==> config.mk <==
export PLATFORM = sky130hd
export DESIGN_NAME = mem_access_stage
export DESIGN_NICKNAME = d
export VERILOG_FILES = /design/src/rtl/mem_access_stage.sv
export SDC_FILE = /design/constraint.sdc
export NUM_CORES = 1
export LEC_CHECK = 0
export BUFFER_PORTS_ARGS = -buffer_cell sky130_fd_sc_hd__buf_4
export CAP_MARGIN = 0
export CORE_MARGIN = 4
export CORE_UTILIZATION = 50
export CTS_CLUSTER_DIAMETER = 60
export DETAILED_ROUTE_END_ITERATION = 8
export PLACE_DENSITY = 0.82
export SETUP_SLACK_MARGIN = 0.1
export SLEW_MARGIN = 25
export SYNTH_ARGS = -nofsm -noshare
export SYNTH_HDL_FRONTEND = slang
export SYNTH_SLANG_ARGS = --single-unit
==> constraint.sdc <==
create_clock -name clk -period 2.7 [get_ports clk]
set_input_delay 0 -clock clk [delete_from_list [all_inputs] [get_ports clk]]
set_output_delay 0 -clock clk [all_outputs]
set_load 0.02 [all_outputs]
==> src/rtl/mem_access_stage.sv <==
// Data-memory access stage: lane steering, load formatting and timeout; MISALIGN_TRAP_EN traps misaligned accesses.
// Latency: dmem_req the cycle after acceptance; done_m and load_data_m the cycle after dmem_ack.
// Backpressure: stall_m holds the pipeline while an access is accepted or outstanding; it drops in RESP/FAULT.
module mem_access_stage #(
   parameter int TIMEOUT_CYCLES = 16
) (
   input  logic        clk,
   input  logic        reset,
   input  logic        valid_m,
   input  logic        mem_read_m,
   input  logic        mem_write_m,
   input  logic [2:0]  funct3_m,
   input  logic [31:0] addr_m,
   input  logic [31:0] wd_m,
   output logic        dmem_req,
   output logic        dmem_we,
   output logic [31:0] dmem_addr,
   output logic [31:0] dmem_wdata,
   output logic [3:0]  dmem_be,
   input  logic        dmem_ack,
   input  logic [31:0] dmem_rdata,
   output logic [31:0] load_data_m,
   output logic        stall_m,
   output logic        done_m,
   output logic        fault_m,
   output logic [1:0]  fault_cause
);
   typedef enum logic [1:0] {IDLE, BUSY, RESP, FAULT} state_t;

   localparam int CW = $clog2(TIMEOUT_CYCLES + 1);
   localparam logic [CW-1:0] TMO_LAST = CW'(TIMEOUT_CYCLES - 1);

   state_t        state;
   logic [CW-1:0] tmo_cnt;
   logic [1:0]    lane_q;
   logic [2:0]    f3_q;

   logic          new_acc, is_half, is_word, trap_hit;
   logic [1:0]    lane_n;
   logic [3:0]    be_n;
   logic [31:0]   wdata_n, ld_fmt;
   logic [7:0]    ld_byte;
   logic [15:0]   ld_half;

   assign new_acc = valid_m & (mem_read_m | mem_write_m);
   assign is_word = funct3_m[1];
   assign is_half = ~funct3_m[1] & funct3_m[0];

`ifdef MISALIGN_TRAP_EN
   logic misaligned;
   assign misaligned = (is_half & addr_m[0]) | (is_word & (addr_m[1:0] != 2'b00));
   assign trap_hit   = misaligned;
`else
   assign trap_hit   = 1'b0;
`endif

   // Misaligned accesses that are not trapped fall back to natural alignment.
   always_comb begin
      lane_n  = addr_m[1:0];
      be_n    = 4'b1111;
      wdata_n = wd_m;
      if (is_word) begin
         lane_n = 2'b00;
      end else if (is_half) begin
         lane_n[0] = 1'b0;
         be_n      = addr_m[1] ? 4'b1100 : 4'b0011;
         wdata_n   = {2{wd_m[15:0]}};
      end else begin
         be_n    = 4'b0001 << addr_m[1:0];
         wdata_n = {4{wd_m[7:0]}};
      end
   end

   assign ld_byte = dmem_rdata[{lane_q, 3'b000} +: 8];
   assign ld_half = lane_q[1] ? dmem_rdata[31:16] : dmem_rdata[15:0];

   always_comb begin
      case (f3_q)
         3'b000:  ld_fmt = {{24{ld_byte[7]}}, ld_byte};
         3'b001:  ld_fmt = {{16{ld_half[15]}}, ld_half};
         3'b100:  ld_fmt = {24'd0, ld_byte};
         3'b101:  ld_fmt = {16'd0, ld_half};
         default: ld_fmt = dmem_rdata;
      endcase
   end

   assign stall_m = ((state == IDLE) & new_acc) | (state == BUSY);

   always_ff @(posedge clk or negedge reset) begin
      if (!reset) begin
         state       <= IDLE;
         tmo_cnt     <= '0;
         lane_q      <= 2'b00;
         f3_q        <= 3'b000;
         dmem_req    <= 1'b0;
         dmem_we     <= 1'b0;
         dmem_addr   <= 32'd0;
         dmem_wdata  <= 32'd0;
         dmem_be     <= 4'b0000;
         load_data_m <= 32'd0;
         done_m      <= 1'b0;
         fault_m     <= 1'b0;
         fault_cause <= 2'b00;
      end else begin
         done_m      <= 1'b0;
         fault_m     <= 1'b0;
         fault_cause <= 2'b00;
         case (state)
            IDLE: begin
               if (new_acc && trap_hit) begin
                  state       <= FAULT;
                  done_m      <= 1'b1;
                  fault_m     <= 1'b1;
                  fault_cause <= mem_write_m ? 2'b10 : 2'b01;
               end else if (new_acc) begin
                  state      <= BUSY;
                  tmo_cnt    <= '0;
                  lane_q     <= lane_n;
                  f3_q       <= funct3_m;
                  dmem_req   <= 1'b1;
                  dmem_we    <= mem_write_m;
                  dmem_addr  <= {addr_m[31:2], 2'b00};
                  dmem_be    <= be_n;
                  dmem_wdata <= wdata_n;
               end
            end
            BUSY: begin
               tmo_cnt <= tmo_cnt + CW'(1);
               // An ack in the expiry cycle still wins over the timeout.
               if (dmem_ack) begin
                  state    <= RESP;
                  dmem_req <= 1'b0;
                  dmem_we  <= 1'b0;
                  done_m   <= 1'b1;
                  if (!dmem_we) load_data_m <= ld_fmt;
               end else if (tmo_cnt == TMO_LAST) begin
                  state       <= FAULT;
                  dmem_req    <= 1'b0;
                  dmem_we     <= 1'b0;
                  done_m      <= 1'b1;
                  fault_m     <= 1'b1;
                  fault_cause <= 2'b11;
               end
            end
            RESP:    state <= IDLE;
            FAULT:   state <= IDLE;
            default: state <= IDLE;
         endcase
      end
   end
endmodule

==> results of run 1 <==
-- power by group through the flow --
stage               sequential (mW)  clock (mW)  combinational, mW
global placement               2.74           0               3.09
finish                         2.83        2.49               3.55
global route                   2.89        2.58               3.75
detailed placement             2.77           0               3.16
CTS                            2.76        2.48               3.38
floorplan                      3.44           0               1.04
-- through the flow --
| step | instances | total power, mW | area (sq um) | util, % | setup slack, ns |
|---|---|---|---|---|---|
| after global routing | 959 | 9.22 | 8800 | 85.6 | 0.0870 |
| after CTS | 958 | 8.62 | 8740 | 85.1 | 0.236 |
| after floorplan | 492 | 4.47 | 5270 | - | 0.752 |
| after global placement | 806 | 5.83 | 6890 | 67.0 | 0.911 |
| final | 959 | 8.87 | 8800 | 85.6 | 0.208 |
| after detailed placement | 806 | 5.93 | 6890 | 67.0 | 0.834 |
-- synthesized netlist by cell type, drive strengths merged (2+ instances only) --
cell	n	area share [%]
o211a	7	1.3
ha	2	0.47
mux2	42	9.0
nand2	68	4.8
inv	8	0.57
o22a	6	1.0
nand2b	11	1.4
clkbuf	29	2.1
mux2i	25	4.7
and3	2	0.24
a21o	3	0.43
dfrtp	114	54
a32oi	7	1.2
o31ai	2	0.28
buf	10	1.6
nor2	27	1.9
a22o	7	1.2
nand3	34	4.2
o21ai	46	4.4
nor2b	3	0.36
a21oi	23	2.2
-- how the worst max path moves through the flow --
| stage | from | endpoint | slack [ns] | depth (start not counted) |
|---|---|---|---|---|
| final | state[1] | load_data_m[4] | 0.21 | 7 |
| after global routing | state[1] | load_data_m[4] | 0.09 | 7 |
| after CTS | state[1] | load_data_m[3] | 0.24 | 7 |
| after detailed placement | state[0] | dmem_addr[5] | 0.83 | 2 |
| after global placement | state[1] | dmem_addr[9] | 0.91 | 2 |
| after floorplan | dmem_we | load_data_m[22] | 0.75 | 8 |
-- state kept, by name (all words and copies together) (netlist names) --
register and flops:
state 2, done_m 1, tmo_cnt 5, fault_cause 1, dmem_req 1, f3_q 3
dmem_be 4, dmem_addr 30, lane_q 2, dmem_we 1, load_data_m 32, dmem_wdata 32
-- cells by family after synthesis --
kind of cell             share of synthesized area (%)
flip-flops                                        54.1
buffers and inverters                             4.20
multiplexers                                      14.2
AO/OA/AOI/OAI                                     12.4
AND/OR/NAND/NOR                                   14.6
adder cells (fa/ha/maj)                          0.475
other                                           0.0712
-- metal layers --
layer	up-vias	global-route usage [%]	share of wire [%]
met5	-	0	0
met1	2646	37.1	36
met4	0	14.8	4.2
met3	79	10.6	8.9
li1	2358	-	-
met2	373	57.0	51
-- worst register-to-register path: stages (launching register included) --
cell and delay, ns:
dfrtp_1 0.46, nand4bb_4 0.24, buf_8 0.20, nor2_1 0.12
o21ai_0 0.08, dlygate4sd3_1 0.59, o211a_1 0.14, dlygate4sd3_1 0.55
-- final cells by class --
| type | instances | area [sq um] | area share [%] |
|---|---|---|---|
| tap | 136 | 170 | 1.93 |
| timing repair buffer | 338 | 2870 | 32.6 |
| sequential | 114 | 2850 | 32.4 |
| inverter | 8 | 30.0 | 0.341 |
| clock inverter | 12 | 203 | 2.30 |
| clock buffer | 20 | 455 | 5.17 |
| multi-input combinational | 331 | 2220 | 25.2 |
-- what timing repair did --
item	CTS	global route
gates resized for setup	0	5
hold buffers	120	0
endpoints found under the setup margin	0	6
endpoints found under the hold margin	175	0
==> metrics.yaml, run 1 <==
yosys:
  ys_ff_latch: 114
  async_reset_ff_share_pct: 100
  synthCells: 491
  synth_cell_type_count: 41
  synthFlopType: "dfrtp_1"
  synth_edf_count: 0
  ys_warn_count: 0
  synthesis.area_sq_mm: 0.00527
  syn_area_per_cell_sq_um: 10.7
  ys_seq_area_share_pct: 54.1
critical_path:
  crit_buf_inv: 3
  cp_slowest_stage_delay_ns: 0.59
  cp-end-kind: "flop"
  worst-setup-path-type: "flop to flop"
  worstReg2RegEnd: "load_data_m[4]"
  crit_path_cell_trace: "nand4bb_4 -> buf_8 -> nor2_1 -> o21ai_0 -> dlygate4sd3_1 -> o211a_1 -> dlygate4sd3_1"
  regToRegStartpoint: "state[1]"
  worstPathArrival_ns: 2.89
  r2r_setup_slack_ns: 0.21
  startpoint_type: "flop"
  crit_path_frequent_cell: "dlygate4sd3_1"
  worst-path-max-fanout: 34
  cp_slowest_cell: "dlygate4sd3_1"
  crit_family: "buffers and inverters"
  ff2ff_path_depth: 7
  cp.required_ns: 3.10
clock_tree:
  numClockSinks: 114
  htree_num_levels: 4
  clk_latency_ns: 0.52
  root_buffer: "clkbuf_8"
  cts_tree: "yes"
  numCtsBuffers: 17
  post-cts-setup-buffers: 0
  clock_path_buffers: 2
  cts.reportedPaths.clkPinSlew_ns: 0.06
status:
  status: "finished, final reports clean"
worst_hold_path:
  hp-start: "mem_read_m"
  worstHoldPathType: "primary input to flop"
  hold-path-cell-count: 5
  holdPathEnd: "tmo_cnt[0]"
global_route:
  grt_pass1_wl_mm: 32.2
  grtUsageTotal_pct: 33.0
  antenna_found_initial: 0
  grt_overflow: 0
  grt_pass1_vias: 5992
  grt_max_degree: 107
timing:
  fin_skew_ns: 0.0126
  rsz0062_at_grt: "yes"
  setup_viol: 0
  max_freq_ghz: 0.401
  max_slew_margin_pct: 42.3
  period_share_pct: 92.3
  hold_slack_ns: 0.113
  finalHoldViolCount: 0
  tns_ns: 0
  tightestPinTransition_ns: 0.865
  slew_viol_final: 0
  min_period_ns: 2.49
drt:
  dr_total_vias: 5456
  route.antenna.remaining_nets: 0
  drc: 0
  wl_per_cell_um: 21.5
  firstDrtPassIters: 5
  vias_per_cell: 5.69
  wl_mm: 20.6
  drtIter0Drc: 482
floorplan:
  die_w_um: 111
  ios: 212
  core_area_sq_mm: 0.0103
  rows: 37
  dieHeight_um: 111
  start_util_pct: 51.3
  dieArea_sq_mm: 0.0122
place:
  place_hpwl_mm: 10.6
  io_buffers: 209
  gp_congestion: 0.815
pwr:
  switching_share_pct: 36.4
  p_leak_nw: 4.24
  pwr-share-clk_pct: 28.1
  powerDensity_mw_per_mm2: 1010
  p_sw_mw: 3.23
  p_seq_share_pct: 31.9
  pwr-share-comb_pct: 40.0
  p_int_mw: 5.64
  vdd.ir_drop.worst_mv: 0.588
finish:
  fillers: 508
  nNetsFinal: 917
  antenna_cells: 0
  drive_above_1_share_pct: 37.5
  final_common_cell: "buf_4"
  mostFrequentLayoutCells: "215 x buf_4, 120 x dlygate4sd3_1, 113 x dfrtp_1"
  area_delta_synth_final_pct: 67.0
run:
  max-cap-violations: 0
(Power assumes the default switching activity.)
==> inputs of run 2 (changes only) <==
--- a/config.mk
+++ b/config.mk
@@ -9,8 +9,8 @@
 export CAP_MARGIN = 0
 export CORE_MARGIN = 4
-export CORE_UTILIZATION = 50
+export CORE_UTILIZATION = 44
 export CTS_CLUSTER_DIAMETER = 60
 export DETAILED_ROUTE_END_ITERATION = 8
-export PLACE_DENSITY = 0.82
+export PLACE_DENSITY = 0.77
 export SETUP_SLACK_MARGIN = 0.1
 export SLEW_MARGIN = 25
==> constraint.sdc (replaced) <==
create_clock -name clk -period 2.1 [get_ports clk]
set_input_delay 0 -clock clk [delete_from_list [all_inputs] [get_ports clk]]
set_output_delay 0 -clock clk [all_outputs]
set_load 0.005 [all_outputs]
==> metrics.yaml, run 2 (synthesis results as in run 1) <==
clock_tree:
  postCtsHoldBufs: 100
  cts.reportedPaths.clkPinSlew_ns: 0.05
  post-cts-setup-buffers: 0
  numCtsBuffers: 17
  cts_resized: 0
  cts_tree: "yes"
  htree_num_levels: 4
  numClockSinks: 114
  root_buffer: "clkbuf_16"
  clk_latency_ns: 0.42
  clock_path_buffers: 2
floorplan:
  dieArea_sq_mm: 0.0138
  ios: 212
  start_util_pct: 45.6
  rows: 39
  dieHeight_um: 117
  core_area_sq_mm: 0.0116
  die_w_um: 117
critical_path:
  worstPathArrival_ns: 2.08
  crit_buf_inv: 0
  cp-end-kind: "flop"
  worst-path-max-fanout: 16
  regToRegStartpoint: "state[1]"
  crit_family: "simple AND/OR/NAND/NOR gates"
  startpoint_type: "flop"
  ff2ff_path_depth: 4
  r2r_setup_slack_ns: 0.35
  cp_slowest_cell: "or4b_4"
  worstReg2RegEnd: "load_data_m[20]"
  crit_path_cell_trace: "and4bb_1 -> nand2b_4 -> or4b_4 -> nand3_1"
  cp_slowest_stage_delay_ns: 0.68
  cp.required_ns: 2.44
  worst-setup-path-type: "flop to flop"
finish:
  nNetsFinal: 899
  antenna_cells: 0
  drive_above_1_share_pct: 37.9
  mostFrequentLayoutCells: "217 x buf_4, 114 x dfrtp_1, 100 x dlygate4sd3_1"
  design_area_sq_mm: 0.00850
  area_delta_synth_final_pct: 61.4
  instances_no_fill: 946
  final_core_util_pct: 73.5
  final_common_cell: "buf_4"
  top_regs: "dmem_wdata x32, load_data_m x32, dmem_addr x30"
worst_hold_path:
  hold-path-cell-count: 2
  holdPathEnd: "f3_q[0]"
  hp-start: "funct3_m[0]"
  worstHoldPathType: "primary input to flop"
drt:
  route.antenna.remaining_nets: 0
  wl_per_cell_um: 18.5
  vias_per_cell: 5.38
  firstDrtPassIters: 5
  wl_mm: 17.5
  drtIter0Drc: 457
  drc: 0
  dr_total_vias: 5088
timing:
  finalHoldViolCount: 0
  setup_viol: 0
  slew_viol_final: 0
  rsz0062_at_grt: "no"
  tns_ns: 0
  max_freq_ghz: 0.572
  period_share_pct: 83.2
  fin_skew_ns: 0.0180
  max_slew_margin_pct: 59.8
  timing.final.ws_setup_ns: 0.352
  tightestPinTransition_ns: 0.603
  min_period_ns: 1.75
  hold_slack_ns: 0.0230
place:
  placedInstanceArea_sq_mm: 0.00695
  place_inst: 816
  place_hpwl_mm: 11.2
  place_ws_ns: 0.365
  io_buffers: 209
  gp_congestion: 0.930
pwr:
  vdd.ir_drop.worst_mv: 0.605
  powerDensity_mw_per_mm2: 1130
  p_leak_nw: 4.15
  p_total_mw: 9.60
status:
  status: "finished, final reports clean"
global_route:
  grt_pass1_vias: 5551
  grt_pass1_wl_mm: 28.6
  grt_overflow: 0
  antenna_found_initial: 0
  grtUsageTotal_pct: 25.8
  grt_max_degree: 115
run:
  max-cap-violations: 0
==> run 2: area by class of cell <==
type | instances | area [sq um]
inverters | 8 | 30.0
flip-flops and latches | 114 | 2850
clock buffers | 24 | 492
multi-input cells | 331 | 2200
repair buffers | 320 | 2690
clock inverters | 6 | 55.1
well taps | 143 | 179
fillers | 744 | 3060
==> run 2: report_power, final <==
part	total [mW]	switching, mW	leakage [nW]	internal (mW)
sequential	3.57	0.539	1.38	3.03
combinational	3.34	1.41	2.50	1.93
clock	2.69	0.966	0.275	1.73
total	9.60	2.91	4.15	6.68
==> run 2: layer usage <==
layer	share of wire, %	vias up	wire length, um	GRT usage [%]
li1	-	2320	-	-
met4	3.4	0	592	12.2
met2	50	272	8730	43.1
met5	0	-	0	0
met1	38	2441	6600	29.4
met3	8.8	55	1540	9.43
==> run 2: worst max-delay path by stage <==
stage,from,end,slack [ns],cells past startpoint
6_report,state[1],load_data_m[20],0.35,4
5_1_grt,state[1],load_data_m[19],0.27,4
4_1_cts,state[1],load_data_m[17],0.35,4
3_5_place_dp,state[1],load_data_m[17],0.37,4
3_3_place_gp,state[1],load_data_m[19],0.41,4
2_1_floorplan,dmem_we,load_data_m[22],0.24,8
